--- src/rtl/ex_mem_buffer_if.sv ---
// ex_mem_buffer_if: groups the handshake, payload and exception signals between
// the EX stage, the EX/MEM buffer and the MEM stage.
//   slave  modport: the buffer's view (EX-side and control signals in, MEM-side out).
//   master modport: the driver's view (the opposite directions).
// Upstream:   in_valid/in_ready, alu_result, alu_zero, alu_overflow, alu_gtz,
//             in_trap_ovf, in_pc, in_rd, in_store_data, in_regwrite/memread/memwrite.
// Downstream: out_valid/out_ready, out_result, out_zero, out_gtz, out_pc, out_rd,
//             out_store_data, out_regwrite/memread/memwrite.
// Control:    flush, exc_ack, exc_pending, epc, exc_cause, occupancy.
interface ex_mem_buffer_if;
    // Upstream
    logic        in_valid;
    logic        in_ready;
    logic [31:0] alu_result;
    logic        alu_zero;
    logic        alu_overflow;
    logic        alu_gtz;
    logic        in_trap_ovf;
    logic [31:0] in_pc;
    logic [4:0]  in_rd;
    logic [31:0] in_store_data;
    logic        in_regwrite;
    logic        in_memread;
    logic        in_memwrite;
    // Downstream
    logic        out_valid;
    logic        out_ready;
    logic [31:0] out_result;
    logic        out_zero;
    logic        out_gtz;
    logic [31:0] out_pc;
    logic [4:0]  out_rd;
    logic [31:0] out_store_data;
    logic        out_regwrite;
    logic        out_memread;
    logic        out_memwrite;
    // Control / exception
    logic        flush;
    logic        exc_ack;
    logic        exc_pending;
    logic [31:0] epc;
    logic [4:0]  exc_cause;
    logic [1:0]  occupancy;

    modport slave (
        input  in_valid, alu_result, alu_zero, alu_overflow, alu_gtz, in_trap_ovf,
               in_pc, in_rd, in_store_data, in_regwrite, in_memread, in_memwrite,
               out_ready, flush, exc_ack,
        output in_ready, out_valid, out_result, out_zero, out_gtz, out_pc, out_rd,
               out_store_data, out_regwrite, out_memread, out_memwrite,
               exc_pending, epc, exc_cause, occupancy
    );

    modport master (
        output in_valid, alu_result, alu_zero, alu_overflow, alu_gtz, in_trap_ovf,
               in_pc, in_rd, in_store_data, in_regwrite, in_memread, in_memwrite,
               out_ready, flush, exc_ack,
        input  in_ready, out_valid, out_result, out_zero, out_gtz, out_pc, out_rd,
               out_store_data, out_regwrite, out_memread, out_memwrite,
               exc_pending, epc, exc_cause, occupancy
    );
endinterface

--- src/rtl/ex_mem_buffer.sv ---
// ex_mem_buffer: 2-entry in-order EX/MEM pipeline buffer with overflow-trap capture.
// Ports:
//   clk   - rising-edge clock
//   rst_n - asynchronous active-low reset; clears all entries and any pending exception
//   bus   - ex_mem_buffer_if.slave: EX-side beat in, MEM-side beat out, flush,
//           exception acknowledge/status and occupancy.
// All outputs come straight from flops, so they are all zero while rst_n is low and
// in_ready has no combinational path from out_ready or in_valid.
module ex_mem_buffer (
    input  logic            clk,
    input  logic            rst_n,
    ex_mem_buffer_if.slave  bus
);
    typedef enum logic [1:0] {
        StEmpty = 2'd0,
        StHalf  = 2'd1,
        StFull  = 2'd2
    } state_e;

    typedef struct packed {
        logic [31:0] result;
        logic        zero;
        logic        gtz;
        logic [31:0] pc;
        logic [4:0]  rd;
        logic [31:0] store_data;
        logic        regwrite;
        logic        memread;
        logic        memwrite;
    } entry_t;

    localparam logic [4:0] CauseOvf = 5'd12;

    state_e      state_q;
    logic        in_ready_q;
    entry_t      head_q;
    entry_t      tail_q;
    logic        exc_pending_q;
    logic [31:0] epc_q;
    logic [4:0]  exc_cause_q;

    logic        push;
    logic        pop;
    logic        store;
    logic        trap;
    entry_t      beat;

    assign push  = bus.in_valid & in_ready_q;
    assign pop   = (state_q != StEmpty) & bus.out_ready;
    // Beats are accepted while an exception is pending but never stored.
    assign store = push & ~exc_pending_q & ~bus.flush;
    // A flushed beat cannot raise an exception: flush leaves exception state alone.
    assign trap  = store & bus.alu_overflow & bus.in_trap_ovf;

    always_comb begin
        beat.result     = bus.alu_result;
        beat.zero       = bus.alu_zero;
        beat.gtz        = bus.alu_gtz;
        beat.pc         = bus.in_pc;
        beat.rd         = bus.in_rd;
        beat.store_data = bus.in_store_data;
        // A trapping instruction must not write back or touch memory.
        beat.regwrite   = bus.in_regwrite & ~trap;
        beat.memread    = bus.in_memread & ~trap;
        beat.memwrite   = bus.in_memwrite & ~trap;
    end

    always_ff @(posedge clk or negedge rst_n) begin
        if (!rst_n) begin
            state_q       <= StEmpty;
            in_ready_q    <= 1'b0;
            head_q        <= '0;
            tail_q        <= '0;
            exc_pending_q <= 1'b0;
            epc_q         <= '0;
            exc_cause_q   <= '0;
        end else begin
            if (bus.flush) begin
                state_q    <= StEmpty;
                in_ready_q <= 1'b1;
            end else begin
                case (state_q)
                    StEmpty: begin
                        in_ready_q <= 1'b1;
                        if (store) begin
                            head_q  <= beat;
                            state_q <= StHalf;
                        end
                    end
                    StHalf: begin
                        in_ready_q <= 1'b1;
                        if (store && pop) begin
                            // Old head leaves, new beat takes its place.
                            head_q <= beat;
                        end else if (store) begin
                            tail_q     <= beat;
                            state_q    <= StFull;
                            in_ready_q <= 1'b0;
                        end else if (pop) begin
                            state_q <= StEmpty;
                        end
                    end
                    StFull: begin
                        // in_ready is low here, so no push can coincide with the pop.
                        if (pop) begin
                            head_q     <= tail_q;
                            state_q    <= StHalf;
                            in_ready_q <= 1'b1;
                        end else begin
                            in_ready_q <= 1'b0;
                        end
                    end
                    default: begin
                        state_q    <= StEmpty;
                        in_ready_q <= 1'b1;
                    end
                endcase
            end

            // trap implies no exception was pending, so it cannot race a real ack.
            if (trap) begin
                exc_pending_q <= 1'b1;
                epc_q         <= bus.in_pc;
                exc_cause_q   <= CauseOvf;
            end else if (bus.exc_ack) begin
                exc_pending_q <= 1'b0;
            end
        end
    end

    assign bus.in_ready       = in_ready_q;
    assign bus.out_valid      = (state_q != StEmpty);
    assign bus.occupancy      = state_q;
    assign bus.out_result     = head_q.result;
    assign bus.out_zero       = head_q.zero;
    assign bus.out_gtz        = head_q.gtz;
    assign bus.out_pc         = head_q.pc;
    assign bus.out_rd         = head_q.rd;
    assign bus.out_store_data = head_q.store_data;
    assign bus.out_regwrite   = head_q.regwrite;
    assign bus.out_memread    = head_q.memread;
    assign bus.out_memwrite   = head_q.memwrite;
    assign bus.exc_pending    = exc_pending_q;
    assign bus.epc            = epc_q;
    assign bus.exc_cause      = exc_cause_q;

endmodule

--- src/flat_wrapper.sv ---
// flat-port wrapper written by rule: the top's interface ports become plain ports
module ex_mem_buffer_flat 
  (clk, rst_n, bus_in_valid, bus_alu_result, bus_alu_zero, bus_alu_overflow, bus_alu_gtz, bus_in_trap_ovf, bus_in_pc, bus_in_rd, bus_in_store_data, bus_in_regwrite, bus_in_memread, bus_in_memwrite, bus_out_ready, bus_flush, bus_exc_ack, bus_in_ready, bus_out_valid, bus_out_result, bus_out_zero, bus_out_gtz, bus_out_pc, bus_out_rd, bus_out_store_data, bus_out_regwrite, bus_out_memread, bus_out_memwrite, bus_exc_pending, bus_epc, bus_exc_cause, bus_occupancy);
  ex_mem_buffer_if bus_i ();
  input  logic clk;
  input  logic rst_n;
  input wire logic [$bits(bus_i.in_valid)-1:0] bus_in_valid;
  input wire logic [$bits(bus_i.alu_result)-1:0] bus_alu_result;
  input wire logic [$bits(bus_i.alu_zero)-1:0] bus_alu_zero;
  input wire logic [$bits(bus_i.alu_overflow)-1:0] bus_alu_overflow;
  input wire logic [$bits(bus_i.alu_gtz)-1:0] bus_alu_gtz;
  input wire logic [$bits(bus_i.in_trap_ovf)-1:0] bus_in_trap_ovf;
  input wire logic [$bits(bus_i.in_pc)-1:0] bus_in_pc;
  input wire logic [$bits(bus_i.in_rd)-1:0] bus_in_rd;
  input wire logic [$bits(bus_i.in_store_data)-1:0] bus_in_store_data;
  input wire logic [$bits(bus_i.in_regwrite)-1:0] bus_in_regwrite;
  input wire logic [$bits(bus_i.in_memread)-1:0] bus_in_memread;
  input wire logic [$bits(bus_i.in_memwrite)-1:0] bus_in_memwrite;
  input wire logic [$bits(bus_i.out_ready)-1:0] bus_out_ready;
  input wire logic [$bits(bus_i.flush)-1:0] bus_flush;
  input wire logic [$bits(bus_i.exc_ack)-1:0] bus_exc_ack;
  output wire logic [$bits(bus_i.in_ready)-1:0] bus_in_ready;
  output wire logic [$bits(bus_i.out_valid)-1:0] bus_out_valid;
  output wire logic [$bits(bus_i.out_result)-1:0] bus_out_result;
  output wire logic [$bits(bus_i.out_zero)-1:0] bus_out_zero;
  output wire logic [$bits(bus_i.out_gtz)-1:0] bus_out_gtz;
  output wire logic [$bits(bus_i.out_pc)-1:0] bus_out_pc;
  output wire logic [$bits(bus_i.out_rd)-1:0] bus_out_rd;
  output wire logic [$bits(bus_i.out_store_data)-1:0] bus_out_store_data;
  output wire logic [$bits(bus_i.out_regwrite)-1:0] bus_out_regwrite;
  output wire logic [$bits(bus_i.out_memread)-1:0] bus_out_memread;
  output wire logic [$bits(bus_i.out_memwrite)-1:0] bus_out_memwrite;
  output wire logic [$bits(bus_i.exc_pending)-1:0] bus_exc_pending;
  output wire logic [$bits(bus_i.epc)-1:0] bus_epc;
  output wire logic [$bits(bus_i.exc_cause)-1:0] bus_exc_cause;
  output wire logic [$bits(bus_i.occupancy)-1:0] bus_occupancy;
  assign bus_i.in_valid = bus_in_valid;
  assign bus_i.alu_result = bus_alu_result;
  assign bus_i.alu_zero = bus_alu_zero;
  assign bus_i.alu_overflow = bus_alu_overflow;
  assign bus_i.alu_gtz = bus_alu_gtz;
  assign bus_i.in_trap_ovf = bus_in_trap_ovf;
  assign bus_i.in_pc = bus_in_pc;
  assign bus_i.in_rd = bus_in_rd;
  assign bus_i.in_store_data = bus_in_store_data;
  assign bus_i.in_regwrite = bus_in_regwrite;
  assign bus_i.in_memread = bus_in_memread;
  assign bus_i.in_memwrite = bus_in_memwrite;
  assign bus_i.out_ready = bus_out_ready;
  assign bus_i.flush = bus_flush;
  assign bus_i.exc_ack = bus_exc_ack;
  assign bus_in_ready = bus_i.in_ready;
  assign bus_out_valid = bus_i.out_valid;
  assign bus_out_result = bus_i.out_result;
  assign bus_out_zero = bus_i.out_zero;
  assign bus_out_gtz = bus_i.out_gtz;
  assign bus_out_pc = bus_i.out_pc;
  assign bus_out_rd = bus_i.out_rd;
  assign bus_out_store_data = bus_i.out_store_data;
  assign bus_out_regwrite = bus_i.out_regwrite;
  assign bus_out_memread = bus_i.out_memread;
  assign bus_out_memwrite = bus_i.out_memwrite;
  assign bus_exc_pending = bus_i.exc_pending;
  assign bus_epc = bus_i.epc;
  assign bus_exc_cause = bus_i.exc_cause;
  assign bus_occupancy = bus_i.occupancy;
  ex_mem_buffer u_core (.clk(clk), .rst_n(rst_n), .bus(bus_i));
endmodule
--- config.mk ---
export PLATFORM = sky130hd
export DESIGN_NAME = ex_mem_buffer_flat
export DESIGN_NICKNAME = d
export VERILOG_FILES = /design/src/rtl/ex_mem_buffer_if.sv /design/src/rtl/ex_mem_buffer.sv /design/src/flat_wrapper.sv
export SDC_FILE = /design/constraint.sdc
export NUM_CORES = 1
export LEC_CHECK = 0
export BUFFER_PORTS_ARGS = -buffer_cell sky130_fd_sc_hd__buf_2
export CELL_PAD_IN_SITES_DETAIL_PLACEMENT = 0
export CELL_PAD_IN_SITES_GLOBAL_PLACEMENT = 1
export CORE_ASPECT_RATIO = 0.8
export CORE_MARGIN = 4
export CORE_UTILIZATION = 44
export DETAILED_ROUTE_END_ITERATION = 16
export GPL_TIMING_DRIVEN = 0
export PLACE_DENSITY_LB_ADDON = 0.1
export SYNTH_ARGS = -nofsm -noshare
export SYNTH_HDL_FRONTEND = slang
export SYNTH_SLANG_ARGS = --single-unit
--- constraint.sdc ---
create_clock -name clk -period 2.7 [get_ports clk]
set_input_delay 0.27 -clock clk [delete_from_list [all_inputs] [get_ports clk]]
set_output_delay 0.27 -clock clk [all_outputs]
set_load 0.05 [all_outputs]
==> summary.txt <==
Flow run
  – Max_cap viols: 0

STA
  – Worst Tran Pin Value: ~640 ps
  – Max Clock Skew: 15.1 ps
  – Hold Vio Cnt, Final: 0
  – Relative slew slack: 57.4%
  – Highest clock rate: 426 MHz
  – Fin Hold WS: 23.0 ps
  – Slew Limit Fails: 0
  – Unrepaired setup endpoints after global routing: false
  – Final Critical Period: 2350 ps
  – Final period utilization: 86.9%
  – Final setup viols: 0

Worst setup path
  – Setup crit end: u_core.bus.out_store_data[1]$_DFFE_PN0P_
  – Crit-path max FO: 10
  – Crit end category: flop
  – Worst setup path category: reg2reg
  – Slowest cell on crit path: dfrtp_1
  – Setup slack, reg-to-reg: 350 ps
  – Startpoint Class: flop
  – Slowest cell delay on critical path: between 400 and 500 ps
  – R2r worst-path depth: 8
  – Worst setup startpoint: u_core.bus.occupancy[0]$_DFFE_PN0P_
  – RR Endpoint: u_core.bus.out_store_data[1]$_DFFE_PN0P_
  – Worst-path cell chain: inv_1 -> ha_1 -> nand2b_4 -> a211oi_2 -> nand3_2 -> buf_4 -> buf_6 -> mux2_4
  – Arr. time, crit path: approximately 2700 ps
  – Critical R2R Launch: u_core.bus.occupancy[0]$_DFFE_PN0P_
  – Worst EP required: ~3100 ps

Die
  – Core area: 24200 sq um
  – I/O Pins: 262
  – Die X: between 150 and 200 um
  – Die area: 27200 sq um
  – Rows: 51
  – Die Span Y: about 150 um
  – Effective utilization at floorplan: between 40% and 50%

Route
  – ANT nets after route: 0
  – Met2 routed wirelength: 10800 um
  – Pre-antenna DRT Iters: 4
  – Met1 wire length: approximately 11000 um
  – Avg WL per Cell: approximately 18 um
  – Met3 Wirelength: 1930 um
  – Final WL: 24700 um
  – Vias: 6825
  – Vias per cell: 4.85
  – 1st-iter DRT viols: 175
  – DR top layer: met5
  – Drt drc: 0

Cells and area
  – Fillers: 1982
  – Antenna diodes: 0
  – Final instance count without filler cells: about 1.4k
  – Area growth, synth to finish: 33.5%
  – Cell area after layout: ~14000 sq um
  – Layout cell share with drive strength beyond 1: 62.6%
  – Util after Layout: 59.6%
  – Nets: approximately 1.2k

CTS
  – TritonCTS Buffers: 27
  – Worst-path clk slew: 60 ps
  – H-tree levels: 1
  – Clock sink count: around 250
  – Worst skew pair latency: 520 ps
  – Root buf cell: clkbuf_16
  – CTS tree: built
  – Longest Clk Path Bufs: 3

Pwr
  – PnR Total Power: 0.0187 W
  – Leakage power: around 6.8 nW
  – Switching Power: 0.00780 W
  – Power per Cell Area: roughly 1300 nW/um^2
  – Seq pwr share: around a third
  – Internal power: approximately 0.011 W
  – Switching fraction of total power: 41.6%
  – Clock share of power: 19.9%
  – Combinational power share: a little under half
  – IR drop worst, VDD: a little over 0.0006 V

Hold path
  – Hold Startpoint: bus_alu_result[4]
  – HP Class: in2reg

Logic synthesis
  – Yosys top cell area share: 57.6%
  – Synth top area cells: dfrtp_1 (58%), mux2_2 (31%), mux2_4 (5.6%)
  – Post-synthesis sequential area ratio: 57.6%
  – YS warnings: 0
  – Asr flop ratio synth: 100%
  – Syn avg cell area: about 16 sq um
  – Netlist Area Pre-Place: 10800 sq um
  – Gate count after technology mapping: 681
  – Number of synthesized register bits: roughly 250
  – Most used DFF post-synth: dfrtp_1
  – Synth area leader: dfrtp_1
  – Synth unique cells: 31
  – EDFF count, synth: 0

Placed design
  – GP Congestion: 0.738
  – Placed Instances: 1261
  – Area post-placement: roughly 13000 sq um
  – Port bufs: between 200 and 300
  – Hpwl dp: ~17000 um

GRT
  – First-pass GRT wire length: 40100 um
  – Vias in the first global route: roughly 7.4k
  – GR Util All Layers: 18.2%
  – Largest net degree at the start of global routing: 101
  – Gr ovfl total: 0
  – Initial antenna violation count: 3

Outcome
  – Status: finished, final reports clean
-- stage by stage --
stage | TNS (ps) | setup WS [ps]
floorplan | 0 | 351
global placement | -839570 | -3410
detailed placement | 0 | 87.1
CTS | 0 | 57.9
global route | 0 | 133
finish | 0 | 353
-- cell families after synthesis --
family / Yosys count / share of synthesized area, %
AO/OA/AOI/OAI: 14 / 0.902
adder cells (fa/ha/maj): 4 / 0.463
buffers and inverters: 47 / 2.39
flip-flops: 249 / 57.6
multiplexers: 346 / 37.4
other: 1 / 0.0347
AND/OR/NAND/NOR: 20 / 1.20
-- layer usage --
layer / up-vias / track usage [%]
met5: - / 0
met4: 6 / 3.98
met3: 37 / 5.62
met2: 182 / 27.7
met1: 3393 / 26.0
li1: 3207 / -
-- power groups by stage --
stage,registers (W),logic (W),clock network [W]
2_1_floorplan,0.00996,0.00300,0
3_3_place_gp,0.00639,0.00849,0
5_1_grt,0.00664,0.00907,0.00400
6_report,0.00641,0.00859,0.00373
3_5_place_dp,0.00645,0.00858,0
4_1_cts,0.00641,0.00870,0.00384
-- repair_timing --
action | in CTS | in global routing
hold endpoints to repair | 169 | 0
buffers inserted | 0 | 0
hold buffers | 96 | 0
resized for setup | 0 | 2
setup endpoints to repair | 0 | 75
-- flip-flops by register name, summed over array words and instances, names as in the netlist, 2 cells and up --
signal and count:
u_core.bus.out_rd 5, u_core.tail_q 106, u_core.bus.out_pc 32, u_core.bus.occupancy 2, u_core.bus.out_store_data 32, u_core.bus.out_result 32
u_core.bus.epc 32
-- placed cells by master (no fill, tap or decap), types with 2 or more instances in the layout --
cell and instances:
nand2_1 4, buf_2 284, dlygate4sd3_1 96, clkbuf_16 27, nand2b_1 3, buf_1 3
a21oi_1 2, clkbuf_1 13, a22o_1 4, dfrtp_1 249, mux2_1 6, buf_6 4
o21ai_0 4, bufinv_16 2, buf_16 2, nor2_1 4, buf_4 5, inv_1 4
clkbuf_8 9, nand3_2 2, conb_1 3, mux2_2 299, mux2_4 40, ha_1 4
-- worst min-delay path by stage --
stage	to	slack (ps)	depth (start not counted)
after detailed placement	u_core.tail_q[88]$_DFFE_PN0P_	230	1
after CTS	u_core.tail_q[53]$_DFFE_PN0P_	0.09	2
after floorplan	u_core.bus.epc[0]$_DFFE_PN0P_	-30	0
final	u_core.tail_q[78]$_DFFE_PN0P_	20	2
after global routing	u_core.tail_q[18]$_DFFE_PN0P_	10	2
after global placement	u_core.bus.epc[26]$_DFFE_PN0P_	460	1
-- layout make-up --
type	instances	area [sq um]	area share, %
buffer	43	245	1.70
clock buffer	46	837	5.80
clock inverter	3	65.1	0.450
inverter	4	15.0	0.104
multi-input combinational	387	4330	30.0
sequential	249	6230	43.1
tap	318	398	2.75
timing repair buffer	356	2320	16.0
-- worst max-delay path: cells and delay by family (launching register included) --
family	cells	cell delay, ps
and+or+nand+nor	2	430
AOI/OAI and AO/OA	1	240
adders and majority gates	1	250
muxes	1	310
buffers and inverters	3	570
DFF	1	420
-- cell usage after synthesis, drive strengths merged, types with 4 or more instances --
library cell  count
dfrtp           249
nand2             4
nand2b            4
nor2              4
a22o              4
ha                4
inv               4
clkbuf            4
mux2            345
buf              39
o21ai             5
No activity file was read; power rests on OpenSTA's default activity.
